**src/rtl/adc_window_sum_if.sv**
```systemverilog
// Sample-stream and result bundle for the ADC moving-window summer.
// adc_valid qualifies adc_data for one cycle; there is no ready, the block accepts every valid sample.
interface adc_window_sum_if #(
  parameter int DATA_W = 10,
  parameter int WIN_W  = 8,
  parameter int SUM_W  = 20
);
  logic              start;
  logic [WIN_W-1:0]  window_width;
  logic [DATA_W-1:0] adc_data;
  logic              adc_valid;
  logic [SUM_W-1:0]  sum_out;
  logic              sum_valid;
  logic              filled;
  logic              cfg_err;

  modport master (
    output start, window_width, adc_data, adc_valid,
    input  sum_out, sum_valid, filled, cfg_err
  );

  modport slave (
    input  start, window_width, adc_data, adc_valid,
    output sum_out, sum_valid, filled, cfg_err
  );
endinterface

```
**src/rtl/adc_window_sum.sv**
```systemverilog
// Streaming moving-window summer: ring buffer of the last N samples, running sum
// updated incrementally (add newest, subtract oldest). N latched at run start.
module adc_window_sum #(
  parameter int DATA_W = 10,
  parameter int WIN_W  = 8,
  parameter int SUM_W  = 20
) (
  input  logic                 clk,
  input  logic                 reset,
  adc_window_sum_if.slave      bus,
  output logic [1:0]           state_dbg
);

  typedef enum logic [1:0] {
    IDLE = 2'd0,
    FILL = 2'd1,
    RUN  = 2'd2,
    ERR  = 2'd3
  } state_t;

  localparam logic [WIN_W-1:0] ONE_W = {{(WIN_W-1){1'b0}}, 1'b1};

  state_t            state_q, state_d;
  logic [WIN_W-1:0]  n_q, wp_q, cnt_q, cnt_inc, rd_idx;
  logic [SUM_W-1:0]  acc_q, acc_d, sum_q, sample_ext, oldest_ext;
  logic              sum_valid_q;
  logic              start_run, wr_en, cnt_en, sum_ld, clr_out;
  logic [DATA_W-1:0] mem [0:(1<<WIN_W)-1];

  // Async read of the oldest sample sees the pre-write contents, so a wrap onto
  // the write slot subtracts the old value.
  assign rd_idx     = wp_q - n_q;
  assign cnt_inc    = cnt_q + ONE_W;
  assign sample_ext = {{(SUM_W-DATA_W){1'b0}}, bus.adc_data};
  assign oldest_ext = {{(SUM_W-DATA_W){1'b0}}, mem[rd_idx]};

  always_ff @(posedge clk) begin
    if (reset) state_q <= IDLE;
    else       state_q <= state_d;
  end

  always_comb begin
    state_d   = state_q;
    start_run = 1'b0;
    wr_en     = 1'b0;
    cnt_en    = 1'b0;
    sum_ld    = 1'b0;
    clr_out   = 1'b0;
    acc_d     = acc_q;
    case (state_q)
      IDLE: begin
        if (bus.start) begin
          if (bus.window_width != '0) begin
            state_d   = FILL;
            start_run = 1'b1;
          end else begin
            state_d = ERR;
          end
        end
      end
      FILL: begin
        if (!bus.start) begin
          state_d = IDLE;
          clr_out = 1'b1;
        end else if (bus.adc_valid) begin
          wr_en  = 1'b1;
          cnt_en = 1'b1;
          acc_d  = acc_q + sample_ext;
          if (cnt_inc == n_q) begin
            state_d = RUN;
            sum_ld  = 1'b1;
          end
        end
      end
      RUN: begin
        if (!bus.start) begin
          state_d = IDLE;
          clr_out = 1'b1;
        end else if (bus.adc_valid) begin
          wr_en  = 1'b1;
          acc_d  = acc_q + sample_ext - oldest_ext;
          sum_ld = 1'b1;
        end
      end
      ERR: begin
        if (!bus.start) begin
          state_d = IDLE;
          clr_out = 1'b1;
        end
      end
      default: state_d = IDLE;
    endcase
  end

  always_ff @(posedge clk) begin
    if (reset) begin
      n_q         <= '0;
      wp_q        <= '0;
      cnt_q       <= '0;
      acc_q       <= '0;
      sum_q       <= '0;
      sum_valid_q <= 1'b0;
    end else begin
      sum_valid_q <= sum_ld;
      if (start_run) begin
        n_q   <= bus.window_width;
        wp_q  <= '0;
        cnt_q <= '0;
        acc_q <= '0;
      end
      if (wr_en) begin
        acc_q <= acc_d;
        wp_q  <= wp_q + ONE_W;
      end
      if (cnt_en) cnt_q <= cnt_inc;
      if (sum_ld) sum_q <= acc_d;
      else if (clr_out) sum_q <= '0;
    end
  end

  // Buffer contents are never read before being written in the current run.
  always_ff @(posedge clk) begin
    if (wr_en) mem[wp_q] <= bus.adc_data;
  end

  assign bus.sum_out   = sum_q;
  assign bus.sum_valid = sum_valid_q;
  assign bus.filled    = (state_q == RUN);
  assign bus.cfg_err   = (state_q == ERR);
  assign state_dbg     = state_q;

endmodule

```
**src/flat_wrapper.sv**
```systemverilog
// flat-port wrapper written by rule: the top's interface ports become plain ports
module adc_window_sum_flat 
#(
  parameter int DATA_W = 10,
  parameter int WIN_W  = 8,
  parameter int SUM_W  = 20
)
  (clk, reset, state_dbg, bus_start, bus_window_width, bus_adc_data, bus_adc_valid, bus_sum_out, bus_sum_valid, bus_filled, bus_cfg_err);
  adc_window_sum_if #(.DATA_W(DATA_W), .WIN_W(WIN_W), .SUM_W(SUM_W)) bus_i ();
  input  logic clk;
  input  logic reset;
  output logic [1:0] state_dbg;
  input wire logic [$bits(bus_i.start)-1:0] bus_start;
  input wire logic [$bits(bus_i.window_width)-1:0] bus_window_width;
  input wire logic [$bits(bus_i.adc_data)-1:0] bus_adc_data;
  input wire logic [$bits(bus_i.adc_valid)-1:0] bus_adc_valid;
  output wire logic [$bits(bus_i.sum_out)-1:0] bus_sum_out;
  output wire logic [$bits(bus_i.sum_valid)-1:0] bus_sum_valid;
  output wire logic [$bits(bus_i.filled)-1:0] bus_filled;
  output wire logic [$bits(bus_i.cfg_err)-1:0] bus_cfg_err;
  assign bus_i.start = bus_start;
  assign bus_i.window_width = bus_window_width;
  assign bus_i.adc_data = bus_adc_data;
  assign bus_i.adc_valid = bus_adc_valid;
  assign bus_sum_out = bus_i.sum_out;
  assign bus_sum_valid = bus_i.sum_valid;
  assign bus_filled = bus_i.filled;
  assign bus_cfg_err = bus_i.cfg_err;
  adc_window_sum #(.DATA_W(DATA_W), .WIN_W(WIN_W), .SUM_W(SUM_W)) u_core (.clk(clk), .reset(reset), .bus(bus_i), .state_dbg(state_dbg));
endmodule
```
**config.mk**
```make
export PLATFORM = sky130hd
export DESIGN_NAME = adc_window_sum_flat
export DESIGN_NICKNAME = d
export VERILOG_FILES = /design/src/rtl/adc_window_sum_if.sv /design/src/rtl/adc_window_sum.sv /design/src/flat_wrapper.sv
export SDC_FILE = /design/constraint.sdc
export NUM_CORES = 2
export LEC_CHECK = 0
export BUFFER_PORTS_ARGS = -buffer_cell sky130_fd_sc_hd__buf_2
export CORE_MARGIN = 2
export CORE_UTILIZATION = 30
export DETAILED_ROUTE_END_ITERATION = 16
export GPL_ROUTABILITY_DRIVEN = 0
export GPL_TIMING_DRIVEN = 0
export PLACE_DENSITY = 0.53
export RECOVER_POWER = 25
export SETUP_SLACK_MARGIN = 0.4
export SYNTH_ARGS = -nofsm -noshare
export SYNTH_HDL_FRONTEND = slang
export SYNTH_SLANG_ARGS = --single-unit
```
**constraint.sdc**
```tcl
create_clock -name clk -period 6.9 [get_ports clk]
set_input_delay 1.38 -clock clk [delete_from_list [all_inputs] [get_ports clk]]
set_output_delay 1.38 -clock clk [all_outputs]
set_load 0.005 [all_outputs]
```
==> metrics.csv <==
stage;metric;value;unit
outcome;status;finished with violations;
outcome;violated checks;max-capacitance violations, max-slew violations;
routing;final WL;311800;µm
worst_setup_path;worst-path fanout max;10;
worst_setup_path;CP dominant cell by count;mux4_2;
routing;Wirelength per Cell;31.67;µm
layout;Multi-input gate area;24400;µm²
die;row count;215;
worst_setup_path;Critical Path Max Stage Delay;0.59;ns
worst_setup_path;critical path class;flip-flop to flip-flop;
layout;layout cells sized above 1;30.10;%
placed_design;Final HPWL DP;201000;µm
pwr;Power Density;384.8;nW/µm²
synthesis;dominant cell type by area after synthesis;edfxtp_1;
worst_setup_path;r2r endpoint;u_core.bus.sum_out[19];
synthesis;post-synthesis sequential element count;2627;
synthesis;Synth top area share;74.28;%
worst_setup_path;WP data required;7.65;ns
synthesis;Synth area leaders;edfxtp_1 (74%), mux4_2 (18%), dfxtp_1 (1.3%);
synthesis;Mapped Cells;4684;
layout;Synth-to-Final Area Change;16.58;%
sta;Slew @ Worst Pin;5.419;ns
sta;Hold Violations, Final;0;
worst_setup_path;Startpoint Class;flip-flop;
sta;setup violators final;0;
cts;clock sink count;2627;
sta;slew margin rel.;-261.3;%
die;Initial Util;30.15;%
worst_setup_path;Worst Path Buf+Inv;6;
synthesis;Cell variety after synth;74;
global_routing;largest net degree at the start of global routing;164;
cts;CTS tree;yes;
sta;Achievable Freq;154.9;MHz
die;Core Box Area;343300;µm²
routing;DRT antenna net count;0;
worst_setup_path;family with the most delay on the worst path;multiplexers;
global_routing;first-pass GRT wire length;424200;µm
sta;fin crit period;6.457;ns
routing;DRC;0;
cts;clock root cell;clkbuf_16;
worst_hold_path;Hold Path Cell Cnt;2;
worst_setup_path;R2R depth;24;
worst_setup_path;crit path DAT;7.20;ns
routing;via count;51710;
worst_hold_path;HP Class;flip-flop to flip-flop;
worst_setup_path;CP max-delay cell;fa_2;
synthesis;syn_area_per_cell;22.09;µm²
layout;FILL cells;31770;
global_routing;vias in the first global route;50890;
global_routing;Total GRT Usage;17.54;%
worst_hold_path;Hold Startpoint;u_core.bus.sum_out[17];
sta;max-slew violations;551;
synthesis;net count of the mapped netlist;4749;
worst_setup_path;R2R setup slack;0.44;ns
worst_hold_path;Min-Delay Endpoint;u_core.bus.sum_out[17];
cts;Clock transition at path regs;0.06;ns
routing;Iter 0 DRT Violations;6860;
cts;clock tree buffer depth;4;
die;chip width;591.3;µm
flow_run;Max-cap violations;6;
global_routing;antenna violations before repair;20;
cts;Skew-Pair Late Insertion Delay;0.88;ns
pwr;worst vdd ir;0.2846;mV
worst_setup_path;R2R Path Start;u_core.wp_q[0];
die;num ports;47;
layout;# nets final;5147;
routing;detailed-route vias per instance;5.252;
die;Die ar.;349700;µm²
sta;unrepaired setup endpoints after global routing;yes;
worst_setup_path;CP Cell Sequence;inv_2 > ha_2 > fa_2 > clkbuf_16 > clkbuf_16 > buf_16 > clkbuf_4 > mux4_2 > mux4_2 > mux4_2 > mux2i_4 > nand2_1 > o21ai_2 > ha_1 > o211ai_1 > and3_4 > o31ai_4 > a21o_1 > or3b_4 > or3_1 > buf_4 > nand3b_1 > o21a_1 > nand3_1;
cts;Num CTS Buffers;287;
synthesis;Post-synth ARST share;0;%
sta;setup TNS;0;ns
pwr;cell leakage power;37.36;nW
worst_setup_path;Setup crit end kind;flip-flop;
sta;period utilization;93.58;%
synthesis;Syn. warnings;0;
synthesis;Post-synth top flop;edfxtp_1;
routing;1st-pass router iterations;8;
cts;htree depth;5;
pwr;Pwr Total;0.04643;W
placed_design;port bufs;46;
synthesis;Post-synth EDFFs;2560;
sta;Worst Skew;0.05073;ns
layout;Seq. cell area;78220;µm²
synthesis;Mapped Area;103500;µm²
synthesis;sequential share of the synthesized area;75.58;%
global_routing;total congestion overflow;0;
die;Die Span Y;591.3;µm
worst_setup_path;Worst Setup SP;u_core.wp_q[0];
[cells in the mapped netlist, types with 3 or more instances]
library cell  instances
edfxtp_1           2560
mux4_2              840
nor2_1              328
clkbuf_1            177
nand2_1             123
buf_2                69
dfxtp_1              67
a21oi_1              66
nand3_1              53
o21ai_0              44
ha_1                 40
xnor2_1              29
inv_1                27
buf_1                19
mux2i_1              17
a21o_1               13
nor2b_1              12
o21ai_1              11
a211oi_1             10
a22oi_1              10
mux2_2               10
xor2_1               10
a31oi_1               9
nor3_1                9
and3_1                8
a22o_1                7
and2_1                7
nand2b_1              7
nand4_1               7
o211ai_1              6
o21a_1                5
o221ai_1              5
and4_1                4
clkbuf_2              4
nand3b_1              4
nor3b_1               4
nor4_1                4
o21bai_1              4
or3_1                 4
a311oi_1              3
a31o_2                3
fa_1                  3
o22ai_1               3
or4_1                 3
[layer usage]
layer  vias to the layer above  GRT usage [%]  share of wire [%]  wire length (µm)
met1                     28400          24.12                 41            128900
met4                         6          5.329                3.3             10240
met3                       502          3.668                8.0             24880
met2                      2245          28.00                 47            147800
li1                      20560              -                  -                 -
met5                         -              0              0.012                36
[flip-flops by register name, indices dropped and copies added, names as in the netlist]
name                  cells
u_core.bus.sum_valid      1
u_core.wp_q               8
u_core.n_q                8
u_core.mem             2560
u_core.state_dbg          2
u_core.cnt_q              8
u_core.bus.sum_out       20
u_core.acc_q             20
[tightest hold or removal path: cells and delay by family (launching register included)]
kind	cells	cell delay, ns
flip-flops	1	0.31
AND/OR/NAND/NOR	2	0.09
[placed cells by master (no fill, tap or decap), drive strengths merged, types with 8 or more instances in the layout]
master  count
xor2       10
o21ai      55
ha         40
a31oi      10
a211oi     10
nor2b      12
and3        8
clkinv    104
bufinv      9
inv        35
edfxtp   2560
mux2       10
a21oi      67
nor3        9
nor2      328
mux4      840
buf       179
xnor2      29
mux2i      17
dfxtp      67
clkbuf    557
nand3      53
a22oi      10
a21o       13
nand2     123
[worst max path at each step]
stage,cells after the start,endpoint
after global placement,21,u_core.acc_q[18]
after detailed placement,21,u_core.acc_q[18]
final,24,u_core.bus.sum_out[19]
after global routing,2,u_core.mem[51][3]
after floorplan,22,u_core.bus.sum_out[19]
after CTS,24,u_core.bus.sum_out[19]
[area by class of cell]
class	instances	share of cell area, %
repair buffers	109	1.059
clock buffers	363	6.363
inverters	27	0.08400
well taps	4557	4.726
diodes	7	0.01452
clock inverters	126	0.7923
plain buffers	272	1.899
multi-input cells	1758	20.23
flip-flops and latches	2627	64.84
[report_power, final]
part           internal [W]  leakage (nW)  switching [W]  total [W]
clock               0.00822          4.23        0.00625     0.0145
combinational       0.00600          9.60        0.00839     0.0144
sequential           0.0175          23.5      0.0000268     0.0176
[timing repair]
action	CTS	global route
pin swaps	9	9
cloned	2	1
buffers inserted	15	10
endpoints found under the setup margin	40	17
hold buffers	0	0
gates resized for setup	369	37
[cells by family (layout without fill, tap and decap cells)]
logic type                 Yosys count  count (layout)  synth area share, %
adders and majority gates           43              43               0.5416
and+or+nand+nor                    582             582                2.385
AOI/OAI and AO/OA                  227             227                1.421
DFF                               2627            2627                75.58
buffers and inverters              299             897                1.191
other                                0               7                    0
xor gates and xnor gates            39              39               0.3301
muxes                              867             867                18.55
[stage by stage]
step / instances / util, % / cell area, µm² / hold slack, ns / worst slack (ns)
finish: 9846 / 35.15 / 120600 / 0.4456 / 0.4428
global route: 9840 / 35.14 / 120600 / 0.4604 / 0.2597
CTS: 9825 / 35.11 / 120500 / 0.4473 / 0.4292
detailed placement: 9319 / 32.15 / 110400 / 0.4393 / -2.429
global placement: 9287 / 31.88 / 109400 / 0.4473 / -3.239
floorplan: 4684 / - / 103500 / 0.4345 / 1.019
Note: power is estimated with default switching activity, not from simulation.
